## src/rtl/outbuf_drain.sv

```systemverilog
// outbuf_drain: drops the leading SKIP words of each frame, queues the next FRAMELEN words in a show-ahead FIFO
module outbuf_drain #(
    parameter int WORDLEN  = 8,
    parameter int BUFSIZE  = 10,
    parameter int SKIP     = 0,
    parameter int FRAMELEN = 4
) (
    input  logic               clk,
    input  logic               rstn,
    input  logic               start,
    input  logic               in_valid,
    input  logic [WORDLEN-1:0] din,
    input  logic               out_ready,
    output logic               out_valid,
    output logic [WORDLEN-1:0] dout,
    output logic               out_last,
    output logic               empty,
    output logic               full,
    output logic [5:0]         count,
    output logic               busy,
    output logic               overflow
);
    localparam int PW = $clog2(BUFSIZE);
    typedef enum logic [1:0] {ST_IDLE, ST_SKIP, ST_PASS} state_t;
    state_t             state_q, state_d;
    logic [4:0]         skip_q, skip_d;
    logic [7:0]         frame_q, frame_d;
    logic [PW-1:0]      head_q, head_d, tail_q, tail_d;
    logic [5:0]         count_q, count_d;
    logic               overflow_q, overflow_d;
    logic [WORDLEN:0]   mem_q [BUFSIZE];
    logic [WORDLEN:0]   mem_d [BUFSIZE];
    logic               push, pop, last;
    assign out_valid       = count_q != 6'd0;
    assign empty           = !out_valid;
    assign full            = count_q == 6'(BUFSIZE);
    assign {dout, out_last} = mem_q[head_q];
    assign count           = count_q;
    assign busy            = state_q != ST_IDLE;
    assign overflow        = overflow_q;
    always_comb begin
        state_d    = state_q;
        skip_d     = skip_q;
        frame_d    = frame_q;
        overflow_d = overflow_q;
        pop        = out_valid && out_ready;
        last       = frame_q == 8'(FRAMELEN - 1);
        push       = state_q == ST_PASS && in_valid && !start && (!full || pop);
        if (start) begin
            state_d    = SKIP == 0 ? ST_PASS : ST_SKIP;
            skip_d     = 5'(SKIP);
            frame_d    = '0;
            overflow_d = 1'b0;
        end else if (in_valid && state_q == ST_SKIP) begin
            skip_d  = skip_q - 5'd1;
            state_d = skip_q == 5'd1 ? ST_PASS : ST_SKIP;
        end else if (in_valid && state_q == ST_PASS) begin
            // a dropped word still counts toward the frame, so the FSM never waits on a lost last word
            frame_d    = frame_q + 8'd1;
            overflow_d = overflow_q || !push;
            state_d    = last ? ST_IDLE : ST_PASS;
        end
        head_d  = pop ? (head_q == PW'(BUFSIZE - 1) ? '0 : head_q + PW'(1)) : head_q;
        tail_d  = push ? (tail_q == PW'(BUFSIZE - 1) ? '0 : tail_q + PW'(1)) : tail_q;
        count_d = count_q + {5'd0, push} - {5'd0, pop};
        mem_d   = mem_q;
        if (push) mem_d[tail_q] = {din, last};
    end
    always_ff @(posedge clk) begin
        if (!rstn) begin
            state_q    <= ST_IDLE;
            skip_q     <= '0;
            frame_q    <= '0;
            head_q     <= '0;
            tail_q     <= '0;
            count_q    <= '0;
            overflow_q <= 1'b0;
            mem_q      <= '{default: '0};
        end else begin
            state_q    <= state_d;
            skip_q     <= skip_d;
            frame_q    <= frame_d;
            head_q     <= head_d;
            tail_q     <= tail_d;
            count_q    <= count_d;
            overflow_q <= overflow_d;
            mem_q      <= mem_d;
        end
    end
endmodule

```

## config.mk

```make
export PLATFORM = sky130hd
export DESIGN_NAME = outbuf_drain
export DESIGN_NICKNAME = d
export VERILOG_FILES = /design/src/rtl/outbuf_drain.sv
export SDC_FILE = /design/constraint.sdc
export NUM_CORES = 1
export LEC_CHECK = 0
export ABC_AREA = 0
export BUFFER_PORTS_ARGS = -buffer_cell sky130_fd_sc_hd__buf_2
export CORE_MARGIN = 4
export CORE_UTILIZATION = 48
export CTS_BUF_LIST = sky130_fd_sc_hd__clkbuf_8
export CTS_CLUSTER_SIZE = 24
export DETAILED_ROUTE_END_ITERATION = 7
export GPL_TIMING_DRIVEN = 0
export PLACE_DENSITY = 0.7
export SLEW_MARGIN = 20
export SYNTH_ARGS = -nofsm -noshare
export SYNTH_HDL_FRONTEND = slang
export SYNTH_SLANG_ARGS = --single-unit
```

## constraint.sdc

```tcl
create_clock -name clk -period 3 [get_ports clk]
set_input_delay 0.15 -clock clk [delete_from_list [all_inputs] [get_ports clk]]
set_output_delay 0.15 -clock clk [all_outputs]
set_load 0.01 [all_outputs]
```

-- Word level (Yosys, flattened, before mapping)
Index checks and enable logic that the tools add are counted.
- bitwise operators: 4
- mux-type cells: 13
- shifts and indexed selects: 0
- reduce and logical (&&, ||, !) cells: 18
- multipliers: 0
- magnitude comparators: 3
- equality and inequality tests: 7
- $add $sub $neg: 6
- div/mod/pow operators: 0
- operator list (kind ; number):
    $bwmux 90 ; 1
    $bmux 9 s4 ; 1
    $demux 9 s4 ; 1
    $mux 9 ; 3
    $ge 5x5->1 const B ; 2
    $mux 2 ; 5
    $not 4->5 ; 2
    $add 4x1->4 const B ; 2
    $add 8x1->8 const B ; 1
    $eq 4x4->1 const B ; 2
    $eq 8x2->1 const B ; 1
    $mux 4 ; 2
    $add 6x1->6 ; 1
    $eq 6x4->1 const B ; 1
    $logic_and 1x1->1 ; 6
    $reduce_bool 6->1 ; 1
    $sub 6x1->6 ; 1
    $eq 5x1->1 const B ; 1
    $lt 5x1->1 const B ; 1
    $sub 5x1->5 const B ; 1
    $logic_not 1->1 ; 4
    $reduce_bool 2->1 ; 2
    $reduce_bool 3->1 ; 1
    $eq 2x1->1 const B ; 1
    other kinds (5) ; 7
- ROM bits: 0
- memories kept: 0
- latch bits: 0
- bits of input ports: 13
- memory bits (writable): 0
- flip-flop bits (word level): 120
- output and inout port bits: 20

-- Depth between registers and ports, before layout
Gate-level depths: netlist of the first run.
- depth after elaboration: 6
- mapped depth: 12
- gate-level depth less buffers: 12

-- Worst setup path after synthesis of the first run
No wires, ideal clock.
- path kind: register to register
- start: register count_q[2] (netlist: count[2])
- end: register count_q[4] (netlist: count[4])
- library setup time: 115 ps
- stages on the path, launching flop included: 13
- required time: 2885 ps
- arrival time: 2485 ps
- setup slack: 400 ps
- cells stage by stage: dfxtp_1 inv_1 ha_1 nand4bb_1 and2_1 o21ai_0 o21ai_0 ha_1 fa_1 a21oi_1 o21bai_1 xor2_1 and2_1
- cells in the longest elaborated chain, start to end: 6
- RTL lines (element ; line ; source):
    start: declaration ; 29 ; logic [5:0] count_q, count_d;
    start signal: assignment ; 85 ; count_q <= count_d;
    $reduce_bool 6->1 (*) ; 34 ; assign out_valid = count_q != 6'd0;
    named net out_valid ; 14 ; output logic out_valid,
    $logic_and 1x1->1 (*) ; 46 ; pop = out_valid && out_ready;
    $logic_or 1x1->1 ; 48 ; push = state_q == ST_PASS && in_valid && !start && (!full || pop);
    $logic_and 1x1->1 ; 48 ;
    $add 6x1->6 ; 65 ; count_d = count_q + {5'd0, push} - {5'd0, pop};
    $sub 6x1->6 (*) ; 65 ;
The timed path passes the listed nets; every way through them passes the cells marked *.
A chain may end at the register's enable or synchronous reset.

-- Worst setup path after layout of the first run
- start: register head_q[1]
- end: output dout[3]
- cells in the longest elaborated chain, start to end: 4
- RTL lines (element ; line ; source):
    start: declaration ; 28 ; logic [PW-1:0] head_q, head_d, tail_q, tail_d;
    start signal: assignment ; 74 ; head_q <= '0;
    start signal: assignment ; 83 ; head_q <= head_d;
    $not 4->5 (implied by the code) ; 37 ; assign {dout, out_last} = mem_q[head_q];
    $bmux 9 s4 ; 37 ;
    $mux 9 (implied by the code) (2 in series) ; 37 ;
    end: declaration ; 15 ; output logic [WORDLEN-1:0] dout,
Every way passes these cells. The select of a mux whose other input is x is not followed.

==> results of run 1 <==
## final cells by class
type                    instances  area (µm²)
flip-flops and latches        120        2400
repair buffers                 31         155
clock inverters                11         130
well taps                     140         175
multi-input cells             379        2670
clock buffers                  20         275
inverters                      12        45.0
fillers                       969        4770
plain buffers                  40         176
## power by group through the flow
stage / Combinational (µW) / Sequential [µW] / Clock [µW]
after global routing: 841 / 1690 / 1590
after CTS: 752 / 1690 / 1520
after global placement: 726 / 1720 / 0
after floorplan: 532 / 1730 / 0
final: 761 / 1690 / 1500
after detailed placement: 747 / 1720 / 0
## layout by cell type, fill, tap and decap left out, drive strengths merged, types with 2 or more instances in the layout
cell type	n
or3	2
a31oi	3
or4	2
buf	40
nor2	15
a22oi	9
nand2	29
xnor2	7
nor3	3
nand3	85
nor2b	9
nor4b	3
a211oi	2
o21ai	96
bufinv	3
dfxtp	120
nand4b	2
a21oi	7
xor2	9
and2	11
o2111ai	10
clkinv	4
inv	16
o211ai	2
ha	11
and3b	2
mux2i	19
clkbuf	51
a21boi	3
nand4	4
a41o	2
mux4	18
## tightest hold or removal path, cell delays in order
cell,delay [ps]
buf_2,110
a31oi_1,40
a21boi_0,140
## stage by stage
stage               setup WS [ps]  area (µm²)  total power, µW  std cells
floorplan                     400        5290             2260        551
detailed placement            205        5620             2470        722
CTS                           161        6020             3960        753
global route               0.0782        6030             4120        753
global placement              235        5620             2450        722
finish                        176        6030             3950        753
## sequential cells by signal (all words and copies together), names as in the netlist
signal / count
tail_q: 4
head_q: 4
skip_q: 5
overflow: 1
state_q: 2
count: 6
mem_q: 90
frame_q: 8
## cell families (layout without fill, tap and decap cells)
group           count (synthesis)  in the layout  synth area share, %
xor+xnor                       16             16                 2.65
compound gates                139            139                 16.1
flops                         120            120                 45.5
mux                            37             37                 11.3
fa+ha+maj                      12             12                 2.98
buf+inv                        52            114                 4.19
simple gates                  175            175                 17.4
## layer usage
metal | part of all wire [%] | track usage [%] | vias up
li1 | - | - | 2118
met1 | 44 | 26.1 | 2108
met2 | 48 | 33.0 | 150
met3 | 6.4 | 6.04 | 27
met4 | 2.1 | 8.97 | 0
met5 | 0 | 0 | -
## repair_timing
action | 4_1_cts | 5_1_grt
setup endpoints to repair | 0 | 1
setup buffers | 0 | 0
gates resized for setup | 0 | 1
## final timing paths
kind | from | to | depth (start not counted)
setup reg to reg | count[2]$_SDFF_PN0_ | count[4]$_SDFF_PN0_ | 12
hold reg to reg | mem_q[7]$_SDFFE_PN0P_ | mem_q[7]$_SDFFE_PN0P_ | 2
setup / recovery | head_q[1]$_SDFFE_PN0P_ | dout[3] | 6
hold / removal | start | state_q[1]$_SDFFE_PN0P_ | 3
==> run summary, run 1 <==
In this run the vertical extent of the chip is 113 µm. The prevailing post-synth register cell is dfxtp_1. The run gives 5290 µm² as the combined area of all synthesized cells.

The pre-antenna-repair detailed-routing pass consisted of 5 iterations. The share of power burned in combinational logic was 19.3%; the switching share of total power was 28.2%. For the worst setup path, the data required time is 2850 ps.

The routed length per instance is 16.9 µm, and the normalized max-slew margin is 38.4%. The post-synthesis area per instance came out at 9.59 µm². Ranked by instance count, the synthesized netlist is headed by dfxtp_1, o21ai_0, nand3_1. In this run the static leakage power is 0.00221 µW.

In this design, the critical path's most frequently occurring cell is clkbuf_1. Counting along the longest clock path gives a buffer depth of 2. The die span in x is 113 µm, and the pin count of the biggest net entering global routing is 17.

The post-layout minimum cycle time works out to 2820 ps. Summed over its instances, the top area cell type makes up 45.5% of the synthesized netlist area. Cells fill 55.8% of the core in the end.

The number of buffers and inverters on the critical path is 3. Clock-pin slew on the worst setup and hold paths: 70 ps. The number of hold violations in the final report is 0, and the number of synthesized flops with an enable pin is 0. The diode insertion count for antenna repair is 0, and the power density over the cells is 655 nW/µm². The core footprint came out at 10800 µm². The slowest cell on the critical path is clkbuf_1. Setup violations remaining at the end of the flow were counted as 0. On the worst path, the slowest cell contributes a delay of 590 ps. Post-synthesis async set-or-reset flop share: 0%. The worst hold path belongs to the class in2reg.

For the hold slack, the log shows 48.6 ps. The cell count after synthesis came out at 551. Across the VDD grid, the largest voltage drop is 0.357 mV. The count of routing violations after the opening detailed-route iteration came out at 363. In the routed layout, each cell is associated on average with a via count of 5.85.

33 I/O pins were placed. The global router's overall resource usage was 20.7%; the total of max-cap violations was 0. In this run, distinct cell masters in the synthesized netlist total 49. Routability-driven placement finished with a final weighted congestion of 0.821.

For the global-route congestion overflow total, the log shows 0. The detailed router placed 4403 vias in this run. In this run the worst path has a maximum fanout of 10.

Across the routed clock network, the largest skew measured is 8.21 ps. The number of pins exceeding their max-slew limit in the final report is 0. For the net load switching power, the log shows 1110 µW. Setup repair after global routing left no endpoint under its margin. For the net count after synthesis, the log shows 576.

The tools report the full die area as 12800 µm². Register share of total power: 42.7%. The startpoint type of the worst setup path was a flop. The number of nets still failing antenna checks after routing is 0, and the share of synthesized area occupied by flip-flops and latches is 45.5%. Traced cell by cell, the critical path runs through clkbuf_1 > clkbuf_1 > mux4_2 > a22oi_1 > o21ai_0 > buf_2. The clock network accounts for 38.0% of the total power. The HPWL after detailed placement came out at 9050 µm. For this block, the routed nets add up to 12700 µm of wire. dfxtp_1 is the most common cell in the netlist. Number of antenna violations at the first check in global routing: 0. The logs give 38 for the number of rows in the core area and 0 for the DRC violation count after routing. The internal power of the cells totals 2830 µW.

The worst setup path is captured at a primary output. The final cycle utilization of the critical path came out at 94.1%. Accumulated negative setup slack: 0 ps. The worst setup path is of the reg2out kind. The total clock sinks is 120, and the count of buffers inserted at the top-level ports is 31. Static timing analysis puts the maximum clock frequency at 354 MHz. Initial core utilization: 49.0%. The synthesized design contains 120 register bits.

The later pin in the worst-skew pair is clocked with a latency of 440 ps. Among cell families on the critical path, the largest total delay comes from buffers and inverters. The flop-to-flop setup slack came out at 230 ps. Cells with a size suffix above 1 make up 15.7% of the layout. In this run, CTS created clock tree buffers numbering 17.

For the pin with the worst max-slew slack, the measured transition is 923 ps. From synthesis to final layout, the design area changed by 14.0%. The clock tree synthesis step divided the H-tree into 4 levels. For the via count of the first global-routing pass, the log shows 4223. The run gives 0 as the number of buffers inserted by hold repair at cts. In the final design database the tool counted 626 nets.

Sorting the synthesized cells by area gives the leading types as dfxtp_1, o21ai_0, nand3_1. The cell chosen for the clock root was clkbuf_8. Data arrives at the worst endpoint at 2670 ps. During synthesis, Yosys emitted a total of 0 warnings.

Cell type with the largest total area after synthesis: dfxtp_1. TritonCTS built the clock tree. The flow ran to the end, and the final reports show no timing, DRC or antenna violations. The wire length of the first global-routing pass came out at 20900 µm.
Note: power is estimated with default switching activity, not from simulation.
==> run 2: changes to the inputs <==
--- a/config.mk
+++ b/config.mk
@@ -13,6 +13,7 @@
 export CTS_CLUSTER_SIZE = 24
 export DETAILED_ROUTE_END_ITERATION = 7
 export GPL_TIMING_DRIVEN = 0
+export MAX_ROUTING_LAYER = met4
 export PLACE_DENSITY = 0.7
 export SLEW_MARGIN = 20
 export SYNTH_ARGS = -nofsm -noshare
==> constraint.sdc (replaced) <==
create_clock -name clk -period 2.65 [get_ports clk]
set_input_delay 0.1325 -clock clk [delete_from_list [all_inputs] [get_ports clk]]
set_output_delay 0.1325 -clock clk [all_outputs]
set_load 0.01 [all_outputs]
==> run summary, run 2 (synthesis gave the netlist of run 1 again) <==
The flow ran to the end, and the final reports show no timing, DRC or antenna violations. The HPWL after detailed placement was 9050 µm (unchanged); the number of fill cells in the layout was 962 (was 969). The total iterations of the first detailed-routing run is 5 (unchanged). The ratio of routed vias to standard cells was 5.77 (was 5.85).

The capture point of the worst path is dout[3] (unchanged). The number of antenna violations at the first check in global routing came out at 0 (unchanged). Classification of the worst setup path: reg2out (unchanged). The logs give 369 (was 363) for the count of routing violations after the opening detailed-route iteration and 38 (unchanged) for the number of rows in the core area. The logs give 117 ps (was 176 ps) for the worst setup margin and 0 (unchanged) for the total of max-cap violations. The internal power component is 3240 µW (was 2830 µW), and the final cycle utilization of the critical path is 95.6%. The cell chosen for the clock root was clkbuf_8 (unchanged). The largest fanout of any net on the critical path was 10 (unchanged). Register containing the most flip-flops in the final layout: mem_q (unchanged). The flop-to-flop setup slack was 210 ps (was 230 ps); the number of levels in the clock H-tree was 4 (unchanged). The launch point of the worst hold path was start (unchanged). Required arrival time at the worst endpoint: 2520 ps (was 2850 ps). The start point of the critical path is head_q[1]$_SDFFE_PN0P_ (unchanged).

The logic depth of the worst register-to-register path is 7 (was 12), and the DRC violation count after routing is 0 (unchanged). The normalized max-slew margin was 37.1% (was 38.4%); the die span in x was 113 µm (unchanged). The routed length per instance is 16.9 µm (about the same), and the transition at the pin with the smallest max-transition slack is 942 ps (was 923 ps). The final weighted congestion in routability-driven placement was 0.833 (was 0.821). The fraction of final layout cells with drive strength greater than 1 is 16.9% (was 15.7%).

The logs give 12800 µm² (unchanged) for the full die area and 0 (unchanged) for the diode insertion count for antenna repair. For the pin count of the biggest net entering global routing, the log shows 17 (unchanged). The detailed-route via count is 4356 (was 4403), and the clock latency at the later pin of the worst-skew pair is 440 ps (about the same). The global router's overall resource usage came out at 21.3% (was 20.7%). The tools report the proportion of power drawn by the clock network as 37.6% (was 38.0%). The tools report the via count of the first global-routing pass as 4247 (was 4223).

The total clock sinks is 120 (unchanged), and the peak supply drop is 0.412 mV (was 0.357 mV). For the net count reported at finish, the log shows 628 (was 626). For the data arrival time at the worst-slack endpoint, the log shows 2400 ps (was 2670 ps). For the worst slack at placement, the log shows -145 ps (was 205 ps).

The register share of total power was 42.3% (was 42.7%); the number of placed I/O pins was 33 (unchanged). The leakage power of the design was 0.00223 µW (was 0.00221 µW); the hold slack was 50.6 ps (was 48.6 ps). The height of the die was 113 µm (unchanged); the share of power burned in combinational logic was 20.1% (was 19.3%). The multi-input gate area in the final layout was 2690 µm² (was 2670 µm²); the combined flip-flop and latch cell area was 2400 µm² (unchanged). The total detailed-routing wirelength came out at 12800 µm (was 12700 µm). The logs give 0 (unchanged) for the global-route congestion overflow total and 0 (unchanged) for the number of pins exceeding their max-slew limit in the final report.

Number of buffers created by CTS: 17 (unchanged). TritonCTS built the clock tree. The count of buffers inserted at the top-level ports is 31 (unchanged), and the post-layout minimum cycle time is 2530 ps. Derived from the worst setup path, the maximum achievable clock frequency is 395 MHz. Endpoint of the worst register-to-register path: mem_q[53]$_SDFFE_PN0P_ (was count[4]$_SDFF_PN0_). For the core footprint, the log shows 10800 µm² (unchanged). Setup repair after global routing left no endpoint under its margin.

The clock-pin slew on the worst setup and hold paths was 70 ps (about the same). Reg-to-reg critical path startpoint: count[4]$_SDFF_PN0_ (was count[2]$_SDFF_PN0_). The tools report the net load switching power as 1270 µW (was 1110 µW). Most common cell after layout, fill and taps aside: dfxtp_1 (unchanged).

The flip-flop count of the largest register after layout was 90 (unchanged); the number of buffers on the longest clock path was 2 (unchanged). The tools report the startpoint type of the worst setup path as a flop (unchanged). For the wire length of the first global-routing pass, the log shows 20900 µm (about the same).

The number of hold violations in the final report was 0 (unchanged). For the number of endpoints failing setup at the final stage, the log shows 0 (unchanged). The power density over the cells is 743 nW/µm² (was 655 nW/µm²). Class of the tightest hold or removal check: in2reg (unchanged). The run gives 7.89 ps (was 8.21 ps) as the worst clock skew.

The switching share of total power is 28.1% (was 28.2%). For the initial core utilization, the log shows 49.0% (unchanged). The type of element capturing the critical path was a primary output (unchanged). The area growth from synthesis to layout came out at 14.9% (was 14.0%).

Commonest cells after routing, fill and taps aside: dfxtp_1, o21ai_0, nand3_1 (unchanged). The tools report the number of nets still failing antenna checks after routing as 0 (unchanged). The number of buffers inserted by hold repair at cts was 0 (unchanged).
## run 2: timing repair
item                       in CTS  in global routing
setup endpoints to repair       8                  4
pin swaps                       1                  1
buffers inserted                0                  2
resized for setup               6                  9
## run 2: power by group through the flow
stage          combinational, µW  clock, µW  sequential, µW
2_1_floorplan                603          0            1960
3_3_place_gp                 822          0            1950
3_5_place_dp                 846          0            1950
4_1_cts                      885       1720            1910
5_1_grt                     1000       1800            1920
6_report                     906       1690            1910
## run 2: worst min path at each step
stage / end / slack [ps] / depth (start not counted)
after floorplan: state_q[1]$_SDFFE_PN0P_ / 320 / 2
after global placement: mem_q[4]$_SDFFE_PN0P_ / 440 / 2
after detailed placement: overflow$_SDFFE_PP0P_ / 450 / 2
after CTS: state_q[1]$_SDFFE_PN0P_ / 20 / 3
after global routing: state_q[1]$_SDFFE_PN0P_ / 50 / 3
final: state_q[1]$_SDFFE_PN0P_ / 50 / 3
## run 2: final cells by class
| cell class | count | area share, % |
|---|---|---|
| plain buffers | 40 | 3.09 |
| flip-flops and latches | 120 | 39.5 |
| well taps | 140 | 2.88 |
| inverters | 12 | 0.742 |
| multi-input cells | 379 | 44.3 |
| clock buffers | 20 | 4.53 |
| repair buffers | 33 | 2.80 |
| clock inverters | 11 | 2.14 |
## run 2: metal layers
| metal | global-route usage [%] | wire (µm) | share of wire, % |
|---|---|---|---|
| met5 | - | 0 | 0 |
| met4 | 9.13 | 238 | 1.9 |
| met1 | 26.2 | 5700 | 45 |
| met3 | 6.04 | 668 | 5.2 |
| met2 | 33.1 | 6140 | 48 |
## run 2: per-stage QoR
step / area, µm² / util (%) / TNS (ps) / power, µW / std cells
CTS: 6050 / 56.0 / 0 / 4510 / 753
detailed placement: 5620 / 52.0 / -145 / 2790 / 722
floorplan: 5290 / - / 0 / 2560 / 551
global route: 6070 / 56.3 / 0 / 4720 / 755
finish: 6070 / 56.3 / 0 / 4510 / 755
global placement: 5620 / 52.0 / -115 / 2770 / 722
## run 2: worst max-delay path, cell delays in order, from the launching register on
cell and delay, ps:
dfxtp_1 310, clkbuf_1 350, buf_2 380, mux4_2 400
a22oi_1 240, o21ai_0 120, buf_2 150
==> run 3: changes to the inputs <==
--- a/config.mk
+++ b/config.mk
@@ -6,15 +6,15 @@
 export NUM_CORES = 1
 export LEC_CHECK = 0
 export ABC_AREA = 0
-export BUFFER_PORTS_ARGS = -buffer_cell sky130_fd_sc_hd__buf_2
 export CORE_MARGIN = 4
 export CORE_UTILIZATION = 48
 export CTS_BUF_LIST = sky130_fd_sc_hd__clkbuf_8
 export CTS_CLUSTER_SIZE = 24
 export DETAILED_ROUTE_END_ITERATION = 7
+export DONT_BUFFER_PORTS = 1
 export GPL_TIMING_DRIVEN = 0
 export MAX_ROUTING_LAYER = met4
-export PLACE_DENSITY = 0.7
+export PLACE_DENSITY = 0.68
 export SLEW_MARGIN = 20
 export SYNTH_ARGS = -nofsm -noshare
 export SYNTH_HDL_FRONTEND = slang
==> run summary, run 3 (synthesis gave the netlist of run 1 again) <==
The logs give 4308 (was 4247) for the via count of the first global-routing pass and 33 (unchanged) for the number of placed I/O pins. The net load switching power was 1270 µW (about the same). Class of the tightest hold or removal check: in2reg (unchanged). The fraction of final layout cells with drive strength greater than 1 is 13.8% (was 16.9%), and the count of cell instances traversed by the critical path is 12 (was 6).

The power density over the cells was 758 nW/µm² (was 743 nW/µm²). The core footprint came out at 10800 µm² (unchanged). The clock latency at the later pin of the worst-skew pair was 440 ps (about the same); the height of the die was 113 µm (unchanged). The flip-flop count of the largest register after layout was 90 (unchanged); the count of routing violations after the opening detailed-route iteration was 263 (was 369). The net count reported at finish came out at 601 (was 628). The count of buffers inserted at the top-level ports is 0 (was 31). For the share of power burned in combinational logic, the log shows 19.4% (was 20.1%). Setup repair after global routing left no endpoint under its margin. The startpoint type of the worst setup path was a flop (unchanged). The proportion of power drawn by the clock network was 37.8% (was 37.6%); the global router's overall resource usage was 21.8% (was 21.3%). Ratio of routed vias to standard cells: 5.92 (was 5.77). Stage delay of the slowest cell on the critical path: 420 ps (was 400 ps). The register containing the most flip-flops in the final layout was mem_q (unchanged).

Cell chosen for the clock root: clkbuf_8 (unchanged). The transition at the pin with the smallest max-transition slack came out at 927 ps (was 942 ps). The run gives 728 (was 755) as the non-filler instance count after layout. The logic depth of the worst register-to-register path was 12 (was 7); the worst path buffer plus inverter count was 2 (was 3). Number of endpoints failing setup at the final stage: 0 (unchanged).

The logs give 30.3 ps (was 50.6 ps) for the hold slack and 0 (unchanged) for the number of pins exceeding their max-slew limit in the final report. Endpoint of the worst register-to-register path: count[4]$_SDFF_PN0_ (was mem_q[53]$_SDFFE_PN0P_). For the cell total after placement, the log shows 691 (was 722).

Classification of the worst setup path: reg2reg (was reg2out). The leakage power of the design came out at 0.00210 µW (was 0.00223 µW). The slowest cell on the critical path was fa_2 (was mux4_2). The register share of total power came out at 42.8% (was 42.3%). Largest fanout of any net on the critical path: 7 (was 10).

The routed length per instance is 17.9 µm (was 16.9 µm), and the global-route congestion overflow total is 0 (unchanged). Pin count of the biggest net entering global routing: 17 (unchanged). The area growth from synthesis to layout was 13.3% (was 14.9%); the wire length of the first global-routing pass was 21400 µm (was 20900 µm). The peak supply drop is 0.558 mV (was 0.412 mV), and the normalized max-slew margin is 38.1% (was 37.1%). TritonCTS built the clock tree. The full die area was 12800 µm² (unchanged). The internal power component was 3270 µW (was 3240 µW). The final core utilization is 55.5% (was 56.3%).

The clock-pin slew on the worst setup and hold paths came out at 60 ps (was 70 ps). For the accumulated negative setup slack, the log shows 0 ps (unchanged). Commonest cells after routing, fill and taps aside: dfxtp_1, o21ai_0, nand3_1 (unchanged). The number of hold violations in the final report was 0 (unchanged); the number of rows in the core area was 38 (unchanged). The run gives 120 (unchanged) as the total clock sinks. The tools report the HPWL after detailed placement as 9360 µm (was 9050 µm). The start point of the critical path is count[4]$_SDFF_PN0_ (was head_q[1]$_SDFFE_PN0P_). The final cycle utilization of the critical path came out at 96.7% (was 95.6%).

The post-layout minimum cycle time was 2560 ps (was 2530 ps). Cells traversed along the worst timing path: inv_2 > ha_4 > nand4b_1 > buf_6 > o21ai_4 > o21ai_1 > ha_2 > fa_2 > a21oi_2 > o21bai_1 > xor2_1 > and2_1 (was clkbuf_1 > buf_2 > mux4_2 > a22oi_1 > o21ai_0 > buf_2). The DRC violation count after routing is 0 (unchanged).

The number of levels in the clock H-tree came out at 4 (unchanged). Die span in x: 113 µm (unchanged). The tools report the number of buffers on the longest clock path as 2 (unchanged). The run finished with clean final reports.

The tools report the final weighted congestion in routability-driven placement as 0.830 (was 0.833). Cell family contributing the most delay on the critical path: adder cells (was buffers and inverters). The number of buffers created by CTS is 17 (unchanged). The total of max-cap violations came out at 0 (unchanged). The diode insertion count for antenna repair is 0 (unchanged), and the number of nets still failing antenna checks after routing is 0 (unchanged).

The type of element capturing the critical path was a flop (was a primary output). The run gives 49.0% (unchanged) as the initial core utilization. The tools report the worst clock skew as 12.9 ps (was 7.89 ps). Flop-to-flop setup slack: 90 ps (was 210 ps).

For the number of antenna violations at the first check in global routing, the log shows 0 (unchanged). The required arrival time at the worst endpoint is 2980 ps (was 2520 ps). The logs give 4312 (was 4356) for the detailed-route via count and 390 MHz (was 395 MHz) for the highest attainable clock frequency.

The tools report the reg-to-reg critical path startpoint as count[4]$_SDFF_PN0_ (unchanged). The capture point of the worst path was count[4]$_SDFF_PN0_ (was dout[3]). The logs give 5 (unchanged) for the total iterations of the first detailed-routing run and 2890 ps (was 2400 ps) for the data arrival time at the worst-slack endpoint.

The most common cell after layout, fill and taps aside is dfxtp_1 (unchanged). The switching share of total power was 28.0% (was 28.1%); the total detailed-routing wirelength was 13000 µm (was 12800 µm).
[run 3: layer usage]
metal / global-route usage [%] / share of wire [%]
met1: 25.3 / 43
met2: 36.3 / 51
met3: 5.72 / 5.0
met4: 8.17 / 1.4
met5: - / 0
[run 3: power by group through the flow]
stage	logic, µW	clock network [µW]	registers [µW]
after floorplan	603	0	1960
after global placement	735	0	1980
after detailed placement	772	0	1980
after CTS	800	1740	1940
after global routing	969	1820	1950
final	879	1720	1940
[run 3: final cells by class]
| cell class | instances | area, µm² |
|---|---|---|
| Clock buffer | 21 | 289 |
| Buffer | 40 | 184 |
| Fill cell | 960 | 4810 |
| Timing Repair Buffer | 6 | 52.6 |
| Tap cell | 140 | 175 |
| Multi-Input combinational cell | 379 | 2710 |
| Inverter | 12 | 45.0 |
| Sequential cell | 120 | 2410 |
| Clock inverter | 10 | 128 |
[run 3: stage by stage]
step / cell area, µm² / total power [µW] / setup WS (ps)
floorplan: 5290 / 2560 / 50.1
global placement: 5460 / 2710 / -320
detailed placement: 5460 / 2750 / -398
CTS: 5920 / 4480 / -78.4
global route: 5990 / 4740 / 0.534
finish: 5990 / 4540 / 86.4
[run 3: worst min-delay path, cell delays in order]
cell and delay [ps]:
a41o_1 160, a31oi_1 40, o311ai_0 80
[run 3: worst min-delay path by stage]
stage	start	endpoint	slack (ps)	depth (start not counted)
floorplan	start	state_q[1]$_SDFFE_PN0P_	320	2
global placement	start	state_q[1]$_SDFFE_PN0P_	330	2
detailed placement	start	state_q[1]$_SDFFE_PN0P_	360	2
CTS	rstn	count[5]$_SDFF_PN0_	10	3
global route	start	state_q[0]$_SDFFE_PP0P_	50	2
finish	rstn	count[5]$_SDFF_PN0_	30	3
[run 3: timing repair]
action,4_1_cts,5_1_grt
hold endpoints to repair,1,0
setup buffers,0,3
endpoints found under the setup margin,12,4
resized for setup,7,14
gates cloned,0,0
pin swaps,0,4
hold buffers,3,0
